## config.mk

```make
export PLATFORM = sky130hd
export DESIGN_NAME = temp_sample_seq
export DESIGN_NICKNAME = d
export VERILOG_FILES = /design/src/rtl/temp_sample_seq.sv
export SDC_FILE = /design/constraint.sdc
export NUM_CORES = 1
export LEC_CHECK = 0
export CAP_MARGIN = 30
export CORE_ASPECT_RATIO = 0.5
export CORE_MARGIN = 4
export CORE_UTILIZATION = 28
export DETAILED_ROUTE_END_ITERATION = 10
export PLACE_DENSITY = 0.48
export SLEW_MARGIN = 20
export SYNTH_ARGS = -nofsm -noshare
export SYNTH_HDL_FRONTEND = slang
export SYNTH_SLANG_ARGS = --single-unit
```

## constraint.sdc

```tcl
create_clock -name clk -period 16.6 [get_ports clk]
set_input_delay 3.32 -clock clk [delete_from_list [all_inputs] [get_ports clk]]
set_output_delay 3.32 -clock clk [all_outputs]
set_load 0.01 [all_outputs]
```

## src/rtl/temp_sample_seq.sv

```systemverilog
// Sampling sequencer: periodic 4-phase req/ack sensor read, BCD validation,
// |new - prev| magnitude in BCD, and late got_value publication.
module temp_sample_seq #(
   parameter int unsigned SAMPLE_PERIOD = 1000,
   parameter int unsigned ACK_TIMEOUT   = 255
) (
   input  logic       clk,
   input  logic       rst,
   input  logic       enable,
   output logic       sens_req,
   input  logic       sens_ack,
   input  logic [3:0] sens_ones,
   input  logic [3:0] sens_tens,
   input  logic [3:0] sens_huns,
   input  logic       sens_sign,
   output logic [3:0] temp_ones_value,
   output logic [3:0] temp_tens_value,
   output logic [3:0] temp_huns_value,
   output logic [3:0] out_ones,
   output logic [3:0] out_tens,
   output logic [3:0] out_huns,
   output logic [2:0] diff_read,
   output logic       got_value,
   output logic       sign_mode_changed,
   output logic       timeout_err,
   output logic       bcd_err,
   output logic       busy
);

   localparam int unsigned PW = $clog2(SAMPLE_PERIOD);
   localparam int unsigned TW = (ACK_TIMEOUT > 1) ? $clog2(ACK_TIMEOUT) : 1;
   localparam logic [PW-1:0] PERIOD_LOAD = PW'(SAMPLE_PERIOD - 1);
   localparam logic [TW-1:0] PHASE_LAST  = TW'(ACK_TIMEOUT - 1);

   typedef enum logic [2:0] {
      S_IDLE, S_WAIT, S_REQ, S_RELEASE, S_CALC, S_PUB
   } state_t;

   state_t r_state, w_next;

   logic [PW-1:0] r_period;
   logic [TW-1:0] r_phase;
   logic          w_timeout, w_load_period, w_bad;

   logic [3:0] r_new_ones, r_new_tens, r_new_huns;
   logic       r_new_sign;
   logic [3:0] r_prev_ones, r_prev_tens, r_prev_huns;
   logic       r_prev_sign;
   logic       r_sign_flag;

   logic [9:0]  w_new_bin, w_prev_bin, w_diff_bin;
   logic [11:0] w_diff_bcd;

   function automatic logic [9:0] bcd2bin(input logic [3:0] h, input logic [3:0] t,
                                           input logic [3:0] o);
      return 10'(h) * 10'd100 + 10'(t) * 10'd10 + 10'(o);
   endfunction

   // Shift-and-add-3; inputs never exceed 999 so the top digit cannot overflow.
   function automatic logic [11:0] bin2bcd(input logic [9:0] b);
      logic [11:0] d;
      d = '0;
      for (int unsigned i = 0; i < 10; i++) begin
         if (d[3:0]  > 4'd4) d[3:0]  = d[3:0]  + 4'd3;
         if (d[7:4]  > 4'd4) d[7:4]  = d[7:4]  + 4'd3;
         if (d[11:8] > 4'd4) d[11:8] = d[11:8] + 4'd3;
         d = {d[10:0], b[9 - i]};
      end
      return d;
   endfunction

   assign w_bad      = (r_new_ones > 4'd9) || (r_new_tens > 4'd9) || (r_new_huns > 4'd9);
   assign w_new_bin  = bcd2bin(r_new_huns, r_new_tens, r_new_ones);
   assign w_prev_bin = bcd2bin(r_prev_huns, r_prev_tens, r_prev_ones);
   assign w_diff_bin = (w_new_bin >= w_prev_bin) ? (w_new_bin - w_prev_bin)
                                                 : (w_prev_bin - w_new_bin);
   assign w_diff_bcd = bin2bcd(w_diff_bin);

   always_comb begin
      w_next        = r_state;
      w_timeout     = 1'b0;
      w_load_period = 1'b0;
      case (r_state)
         S_IDLE: begin
            if (enable) begin
               w_next        = S_WAIT;
               w_load_period = 1'b1;
            end
         end
         S_WAIT: begin
            if (!enable)              w_next = S_IDLE;
            else if (r_period == '0)  w_next = S_REQ;
         end
         S_REQ: begin
            if (sens_ack) begin
               w_next = S_RELEASE;
            end else if (r_phase == PHASE_LAST) begin
               w_next        = S_WAIT;
               w_timeout     = 1'b1;
               w_load_period = 1'b1;
            end
         end
         S_RELEASE: begin
            if (!sens_ack) begin
               w_next = S_CALC;
            end else if (r_phase == PHASE_LAST) begin
               w_next        = S_WAIT;
               w_timeout     = 1'b1;
               w_load_period = 1'b1;
            end
         end
         S_CALC: begin
            if (w_bad) begin
               w_next        = S_WAIT;
               w_load_period = 1'b1;
            end else begin
               w_next = S_PUB;
            end
         end
         S_PUB: begin
            w_next        = S_WAIT;
            w_load_period = 1'b1;
         end
         default: w_next = S_IDLE;
      endcase
   end

   always_ff @(posedge clk or posedge rst) begin
      if (rst) begin
         r_state     <= S_IDLE;
         r_period    <= '0;
         r_phase     <= '0;
         sens_req    <= 1'b0;
         busy        <= 1'b0;
         timeout_err <= 1'b0;
         bcd_err     <= 1'b0;
         got_value   <= 1'b0;
         sign_mode_changed <= 1'b0;
      end else begin
         r_state <= w_next;

         if (w_load_period)                          r_period <= PERIOD_LOAD;
         else if (r_state == S_IDLE)                 r_period <= '0;
         else if (r_state == S_WAIT && r_period != '0) r_period <= r_period - 1'b1;

         // Phase counter restarts on every entry into REQ or RELEASE.
         if (w_next != r_state)                                   r_phase <= '0;
         else if (r_state == S_REQ || r_state == S_RELEASE)      r_phase <= r_phase + 1'b1;
         else                                                     r_phase <= '0;

         sens_req          <= (w_next == S_REQ);
         busy              <= (w_next != S_IDLE);
         timeout_err       <= w_timeout;
         bcd_err           <= (r_state == S_CALC) && w_bad;
         got_value         <= (r_state == S_PUB);
         sign_mode_changed <= (r_state == S_PUB) && r_sign_flag;
      end
   end

   always_ff @(posedge clk or posedge rst) begin
      if (rst) begin
         r_new_ones      <= '0;
         r_new_tens      <= '0;
         r_new_huns      <= '0;
         r_new_sign      <= 1'b0;
         r_prev_ones     <= '0;
         r_prev_tens     <= '0;
         r_prev_huns     <= '0;
         r_prev_sign     <= 1'b0;
         r_sign_flag     <= 1'b0;
         temp_ones_value <= '0;
         temp_tens_value <= '0;
         temp_huns_value <= '0;
         out_ones        <= '0;
         out_tens        <= '0;
         out_huns        <= '0;
         diff_read       <= '0;
      end else begin
         if (r_state == S_REQ && sens_ack) begin
            r_new_ones <= sens_ones;
            r_new_tens <= sens_tens;
            r_new_huns <= sens_huns;
            r_new_sign <= sens_sign;
         end

         if (r_state == S_CALC && !w_bad) begin
            temp_ones_value <= r_new_ones;
            temp_tens_value <= r_new_tens;
            temp_huns_value <= r_new_huns;
            if (diff_read != '0) begin
               {out_huns, out_tens, out_ones} <= w_diff_bcd;
            end else begin
               {out_huns, out_tens, out_ones} <= '0;
            end
            r_sign_flag <= (diff_read != '0) && (r_new_sign != r_prev_sign);
            r_prev_ones <= r_new_ones;
            r_prev_tens <= r_new_tens;
            r_prev_huns <= r_new_huns;
            r_prev_sign <= r_new_sign;
         end

         if (r_state == S_PUB && diff_read < 3'd2) diff_read <= diff_read + 3'd1;
      end
   end

endmodule

```

After elaboration in Yosys (flattened, before gate mapping)
Cells that the tools add are included.
W data, S select, Z words.
{"block": "classes", "eq_ne": 9, "add_sub_neg": 21, "n_mux": 36, "mul": 4, "magnitude_cmp": 17, "n_reduce_logical": 17}
{"operator": "$mux W4", "count": 14}
{"operator": "$mux W10", "count": 4}
{"operator": "$add A4 B2 Y4 const B", "count": 9}
{"operator": "$gt A4 B3 Y1 const B", "count": 9}
{"operator": "$mux W3", "count": 8}
{"operator": "$add A10 B4 Y10", "count": 2}
{"operator": "$add A10 B8 Y10", "count": 2}
{"operator": "$sub A10 B10 Y10", "count": 2}
{"operator": "$pmux W3 S6", "count": 1}
{"operator": "$mul A4 B5 Y8 const B", "count": 2}
{"operator": "$mux W8", "count": 2}
{"operator": "$mul A4 B3 Y7 const B", "count": 2}
{"operator": "$gt A4 B4 Y1 const B", "count": 3}
{"operator": "$ge A10 B10 Y1", "count": 1}
{"operator": "$logic_not A10 Y1", "count": 1}
{"operator": "$reduce_bool A10 Y1", "count": 1}
{"operator": "$sub A10 B1 Y10 const B", "count": 1}
{"operator": "$eq A3 B2 Y1 const B", "count": 3}
{"operator": "$gt A3 B3 Y1 const B", "count": 3}
{"operator": "$reduce_bool A3 Y1", "count": 3}
{"operator": "$add A3 B2 Y4 const B", "count": 2}
{"operator": "$add A8 B1 Y8 const B", "count": 1}
{"operator": "$eq A8 B8 Y1 const B", "count": 1}
{"operator": "$logic_and A1 B1 Y1", "count": 7}
{"operator": "13 further kinds", "count": 20}
{"block": "totals", "input_bits": 17, "regBits": 69, "output_inout_bits": 33, "word_cells": 126}

Depth between registers and ports, before layout
{"block": "depth", "ltp_word": 20, "mapped_depth": 41, "depth_no_buf": 40}

Worst setup path before layout
OpenSTA, ideal clock, no wires.
{"block": "synth_timing", "kind": "flip-flop to flip-flop", "from": "reg r_prev_tens[1]", "to": "reg out_ones[2]", "n_path_buf": 2, "setup_time_ns": 0.126, "required_time_ns": 16.474, "slack_ns": 8.044, "arrival_ns": 8.430, "stages_incl_launch_ff": 41, "period_less_slack_ns": 8.556, "cell_sequence": "dfrtp_1 -> ha_1 -> ha_1 -> fa_1 -> ha_1 -> ha_1 -> inv_1 -> o21bai_1 -> a21oi_1 -> o21bai_1 -> a21oi_1 -> xnor2_1 -> ha_1 -> nand4_1 -> o21bai_4 -> a2111oi_1 -> a31o_1 -> buf_2 -> (+5 left out) -> inv_1 -> o211ai_1 -> a21oi_1 -> o32ai_1 -> ha_1 -> a21oi_4 -> o21bai_1 -> nand2_1 -> or3_1 -> and3_1 -> ha_1 -> o21ai_2 -> xor2_1 -> ha_1 -> inv_1 -> a21oi_2 -> nor3_1 -> a221o_1"}
{"block": "synth_via", "elab_chain_cells": 20, "elab_cells_between_ends": 29, "cone_classes": "add/sub (11); mul (1); order compare (8); mux (9)"}
{"element": "start, declared", "line": "47", "rtl": "logic [3:0] r_prev_ones, r_prev_tens, r_prev_huns;"}
{"element": "start signal, assigned", "line": "197", "rtl": "r_prev_tens <= r_new_tens;"}
{"element": "$mul A4 B3 Y7 *", "line": "56", "rtl": "return 10'(h) * 10'd100 + 10'(t) * 10'd10 + 10'(o);"}
{"element": "$add A10 B8 Y10 *", "line": "56"}
{"element": "$add A10 B4 Y10 *", "line": "56"}
{"element": "$sub A10 B10 Y10 (tied with other cells)", "line": "76", "rtl": ": (w_prev_bin - w_new_bin);"}
{"element": "$mux W10 *", "line": "75", "rtl": "assign w_diff_bin = (w_new_bin >= w_prev_bin) ? (w_new_bin - w_prev_bin)"}
{"element": "$add A3 B2 Y4 or $gt A3 B3 Y1 (tied branches)", "line": "64", "rtl": "if (d[3:0] > 4'd4) d[3:0] = d[3:0] + 4'd3;"}
{"element": "$mux W4", "line": "64"}
{"element": "$add A4 B2 Y4 or $gt A4 B3 Y1 (tied branches)", "line": "64"}
{"element": "(+4 left out)"}
{"element": "$mux W4", "line": "64"}
{"element": "$add A4 B2 Y4 or $gt A4 B3 Y1 (tied branches)", "line": "64"}
{"element": "$mux W4", "line": "64"}
{"element": "$gt A4 B3 Y1 or $add A4 B2 Y4 (tied branches)", "line": "64"}
{"element": "$mux W4", "line": "64"}
{"element": "$add A4 B2 Y4 or $gt A4 B3 Y1 (tied branches)", "line": "64"}
{"element": "$mux W4 *", "line": "64"}
{"element": "$mux W4 *", "line": "190", "rtl": "if (diff_read != '0) begin"}
{"element": "end signal, assigned", "line": "191", "rtl": "{out_huns, out_tens, out_ones} <= w_diff_bcd;"}
{"element": "end, declared", "line": "19", "rtl": "output logic [3:0] out_ones,"}
Mark *: on every way between the ends. The rest lies on a longest branch, timed or not.
A chain may end at the register's enable or synchronous reset.

Worst setup path in the final report
Same ends and word-level chain as after synthesis.

==> results by stage <==
Run:
- The max-capacitance violation count is 0.

STA:
- The actual transition at the worst max-transition pin is 0.642 ns.
- The final number of hold-violating endpoints came to 0.
- Setup repair after global routing left no endpoint under its margin.
- The worst slew margin relative to its limit is around 57%.
- On the final layout, the worst clock skew is between 0.01 and 0.015 ns.
- The max-slew violation count was 0.
- The post-route fraction of the period consumed by the critical path is around three fifths.
- The number of setup violations in the final report is 0.
- For this run, the top clock speed supported by timing is about 100 MHz.
- The final critical-path required period is a little under 10 ns.
- The setup total negative slack is 0 ns.

Routing:
- The total wire length after detailed routing is ~16000 um.
- The number of iterations in the first detailed-routing pass is 5.
- For this block, the initial DRC count from the detailed router was 382.
- After detailed routing, the number of remaining DRC violations is 0.
- The routed wire length per instance is 15.0 um.
- The detailed-route vias per instance is about 5.1.
- The number of vias after detailed routing is 5568.
- Once detail routing completed, the nets flagged for antenna violations numbered 0.

Synth:
- Sequential cells were found to cover 25.8% of the synthesized design area.
- The dominant synthesized flop cell is sky130_fd_sc_hd__dfrtp_1.
- The cell count after synthesis came out at 739.
- The cell area after synthesis is 6700 um^2.
- The count of flip-flops with a built-in enable after synthesis is 0.
- The flip-flop and latch count after synthesis is 69.
- During synthesis, Yosys emitted a total of 0 warnings.
- The fraction of registers with async set or reset after synthesis is 100%.
- After synthesis, the netlist uses 94 different library cells.
- The net count of the mapped netlist is around 850.
- The post-synthesis area per instance is 9.06 um^2.

Global routing:
- The first-pass GRT wire length is 27600 um.
- The initial antenna violation count is 0.
- The number of global-route vias before repair is 5351.
- For this run, the total global-route usage over all layers was measured as 12.4%.
- The leftover overflow at the end of global routing is 0.
- Entering global routing, the biggest net connects 70 pins.

Die:
- The area of the core region is about 23000 um^2.
- The floorplan step set the die height to 117 um.
- The die covers 26600 um^2.
- The number of cell rows is 39.
- The I/O pin count is 50.
- The initial standard-cell utilization of the core is 28.9%.
- The die span in x is about 230 um.

Place:
- The instance count after placement with tap cells included is 1074.
- In this run the tool buffered the top-level ports with 49 buffer cells.
- The final weighted congestion in routability-driven placement is between 0.8 and 0.9.
- The post-detailed-placement half-perimeter wirelength is 12800 um.

Critical path:
- The worst setup path is captured at a register.
- The setup path with the least slack is of type register to register.
- Counting stages on the worst path, the most repeated cell is sky130_fd_sc_hd__ha_1.
- The slowest stage of the critical path is the sky130_fd_sc_hd__a2111oi_1 cell.
- At the worst endpoint, the required time is 16.81 ns.
- In this run the worst path has a maximum fanout of 14.
- The largest single stage delay on the critical path is 0.53 ns.
- The arrival time reported for the critical path endpoint is 9.92 ns.
- The worst setup path is launched from a register.

Final layout:
- The number of antenna diodes in the final layout is 0.
- The layout-stage area growth over the synthesis result is 16.4%.
- The number of filler instances in the final layout is approximately 2400.
- After the last flow step, the layout net total stands at 893.
- The proportion of layout cells with a drive suffix above 1 is between 10% and 20%.
- The count of cells in the finished layout, fillers not included, comes to between 1000 and 1500.

Clocking:
- In this run the post-CTS setup repair buffer count came out at 0.
- The TritonCTS clock tree is yes.
- The hold buffer count at cts is 0.
- The number of gates given a new drive strength after cts is 0.
- The clock transition time at the flip-flop clock pins of the worst setup and hold paths is 0.06 ns.
- The clock root buffer master is sky130_fd_sc_hd__clkbuf_16.
- For this design, the sink count on the clock tree is 69.
- The number of buffers added by the clock tree synthesis step is 9.
- The number of H-tree levels is 3.
- The number of buffers between clock root and the deepest sink is 2.
- At the later pin of the worst-skew pair, clock insertion delay measures about 0.33 ns.

Worst hold path:
- The type of the most critical hold path is register to register.

Status:
- The flow ran to the end, and the final reports show no timing, DRC or antenna violations.
==> cell usage after synthesis (4+ instances only) <==
| cell | number | area (um^2) |
|---|---|---|
| sky130_fd_sc_hd__xnor2_1 | 26 | 228 |
| sky130_fd_sc_hd__o311ai_0 | 5 | 43.8 |
| sky130_fd_sc_hd__fa_1 | 12 | 240 |
| sky130_fd_sc_hd__o21ai_0 | 30 | 150 |
| sky130_fd_sc_hd__and3_1 | 10 | 62.6 |
| sky130_fd_sc_hd__dfrtp_1 | 69 | 1730 |
| sky130_fd_sc_hd__buf_2 | 5 | 25.0 |
| sky130_fd_sc_hd__and2_1 | 6 | 37.5 |
| sky130_fd_sc_hd__mux2i_1 | 7 | 70.1 |
| sky130_fd_sc_hd__nand4_1 | 7 | 43.8 |
| sky130_fd_sc_hd__nand2b_1 | 6 | 37.5 |
| sky130_fd_sc_hd__nor2b_1 | 12 | 75.1 |
| sky130_fd_sc_hd__a21oi_1 | 50 | 250 |
| sky130_fd_sc_hd__nand3_1 | 19 | 95.1 |
| sky130_fd_sc_hd__o21bai_1 | 11 | 82.6 |
| sky130_fd_sc_hd__xor2_1 | 15 | 131 |
| sky130_fd_sc_hd__o22ai_1 | 5 | 31.3 |
| sky130_fd_sc_hd__or3_1 | 8 | 50.1 |
| sky130_fd_sc_hd__o21ai_2 | 4 | 35.0 |
| sky130_fd_sc_hd__a211oi_1 | 5 | 37.5 |
| sky130_fd_sc_hd__o31ai_1 | 5 | 37.5 |
| sky130_fd_sc_hd__o21a_1 | 5 | 37.5 |
| sky130_fd_sc_hd__nor3_1 | 15 | 75.1 |
| sky130_fd_sc_hd__a21o_1 | 13 | 97.6 |
| sky130_fd_sc_hd__mux2_2 | 19 | 214 |
| sky130_fd_sc_hd__o21ai_1 | 8 | 40.0 |
| sky130_fd_sc_hd__a22o_1 | 4 | 35.0 |
| sky130_fd_sc_hd__ha_1 | 83 | 1040 |
| sky130_fd_sc_hd__a31oi_1 | 4 | 25.0 |
| sky130_fd_sc_hd__o211ai_1 | 6 | 45.0 |
| sky130_fd_sc_hd__clkbuf_1 | 13 | 48.8 |
| sky130_fd_sc_hd__nor3b_1 | 6 | 45.0 |
| sky130_fd_sc_hd__inv_1 | 66 | 248 |
| sky130_fd_sc_hd__nand2_1 | 57 | 214 |
| sky130_fd_sc_hd__nor2_1 | 37 | 139 |
==> state kept, by name, summed over array words and instances, names as in the netlist, 4 cells and up <==
register / cells
r_prev_ones: 4
out_ones: 4
r_phase: 8
r_new_huns: 4
r_new_tens: 4
r_prev_tens: 4
out_tens: 4
r_prev_huns: 4
r_new_ones: 4
r_period: 10
out_huns: 4
==> cell families (layout without fill, tap and decap cells) <==
logic type      after synthesis  in the layout  synth area share (%)
xor+xnor                     41             41                  5.36
fa+ha+maj                    99             99                  19.7
simple gates                202            202                  15.4
compound gates              206            206                  23.0
mux                          30             30                  5.05
buf+inv                      92            139                  5.68
flops                        69             69                  25.8
==> layout make-up <==
cell class / count / area, um^2 / area share [%]
Multi-Input combinational cell: 578 / 4590 / 59.0
Sequential cell: 69 / 1730 / 22.2
Timing Repair Buffer: 55 / 553 / 7.10
Tap cell: 307 / 384 / 4.93
Inverter: 68 / 258 / 3.31
Clock buffer: 9 / 225 / 2.89
Clock inverter: 7 / 51.3 / 0.658
==> worst paths after layout <==
path | endpoint | cells after the start | slack, ns | startpoint
setup / recovery | out_ones[2] | 38 | 6.89 | r_prev_tens[1]
hold / removal | r_sign_flag | 2 | 0.47 | r_sign_flag
setup reg to reg | out_ones[2] | 38 | 6.89 | r_prev_tens[1]
hold reg to reg | r_sign_flag | 2 | 0.47 | r_sign_flag
max in group asynchronous | diff_read[0] | 4 | 12.76 | rst
min in group asynchronous | r_period[7] | 3 | 3.30 | rst
==> cell usage in the layout (no fill, tap or decap), drive strengths merged, types with 4 or more instances in the layout <==
cell type      instances
o22ai                  6
o311ai                 5
o32ai                  4
mux2i                  9
and2                   6
inv                   69
nand2b                 6
a21o                  13
a211oi                 6
a31oi                  4
nor2b                 12
clkdlybuf4s50         49
or3                    9
buf                    5
o21a                   5
nand2                 57
o211ai                 8
mux2                  21
o21ai                 42
nor3                  16
a31o                   5
ha                    83
clkbuf                10
xnor2                 26
nor3b                  6
nand4                  7
a22o                   4
xor2                  15
nor2                  39
fa                    12
and3                  11
o21bai                12
o2111ai                4
clkinv                 4
a21oi                 52
dfrtp                 69
maj3                   4
o31ai                  8
nand3                 19
==> routing by layer <==
layer | GRT usage [%] | share of wire (%)
met1 | 18.7 | 52
met2 | 18.9 | 44
met3 | 1.70 | 3.3
met4 | 2.70 | 1.2
met5 | 0 | 0
==> critical path: cells and delay by family, from the launching register on <==
kind | cells | cell delay (ns)
adder cells (fa/ha/maj) | 10 | 3.18
flip-flops | 1 | 0.44
AND/OR/NAND/NOR | 7 | 1.38
buffers and inverters | 2 | 0.14
AO/OA/AOI/OAI | 17 | 3.98
XOR/XNOR | 2 | 0.45
==> metrics by stage <==
| stage | setup WS, ns | utilization [%] | hold slack, ns | instance area (um^2) |
|---|---|---|---|---|
| floorplan | 8.04 | - | 0.442 | 6700 |
| global placement | 7.13 | 32.2 | 0.465 | 7470 |
| detailed placement | 6.98 | 32.2 | 0.468 | 7470 |
| CTS | 6.90 | 33.4 | 0.479 | 7750 |
| global route | 6.07 | 33.6 | 0.507 | 7790 |
| finish | 6.89 | 33.6 | 0.472 | 7790 |
Power is left out: the tool's default activity adds up to more than one toggle a clock period on the data nets, which glitch-free logic cannot reach.
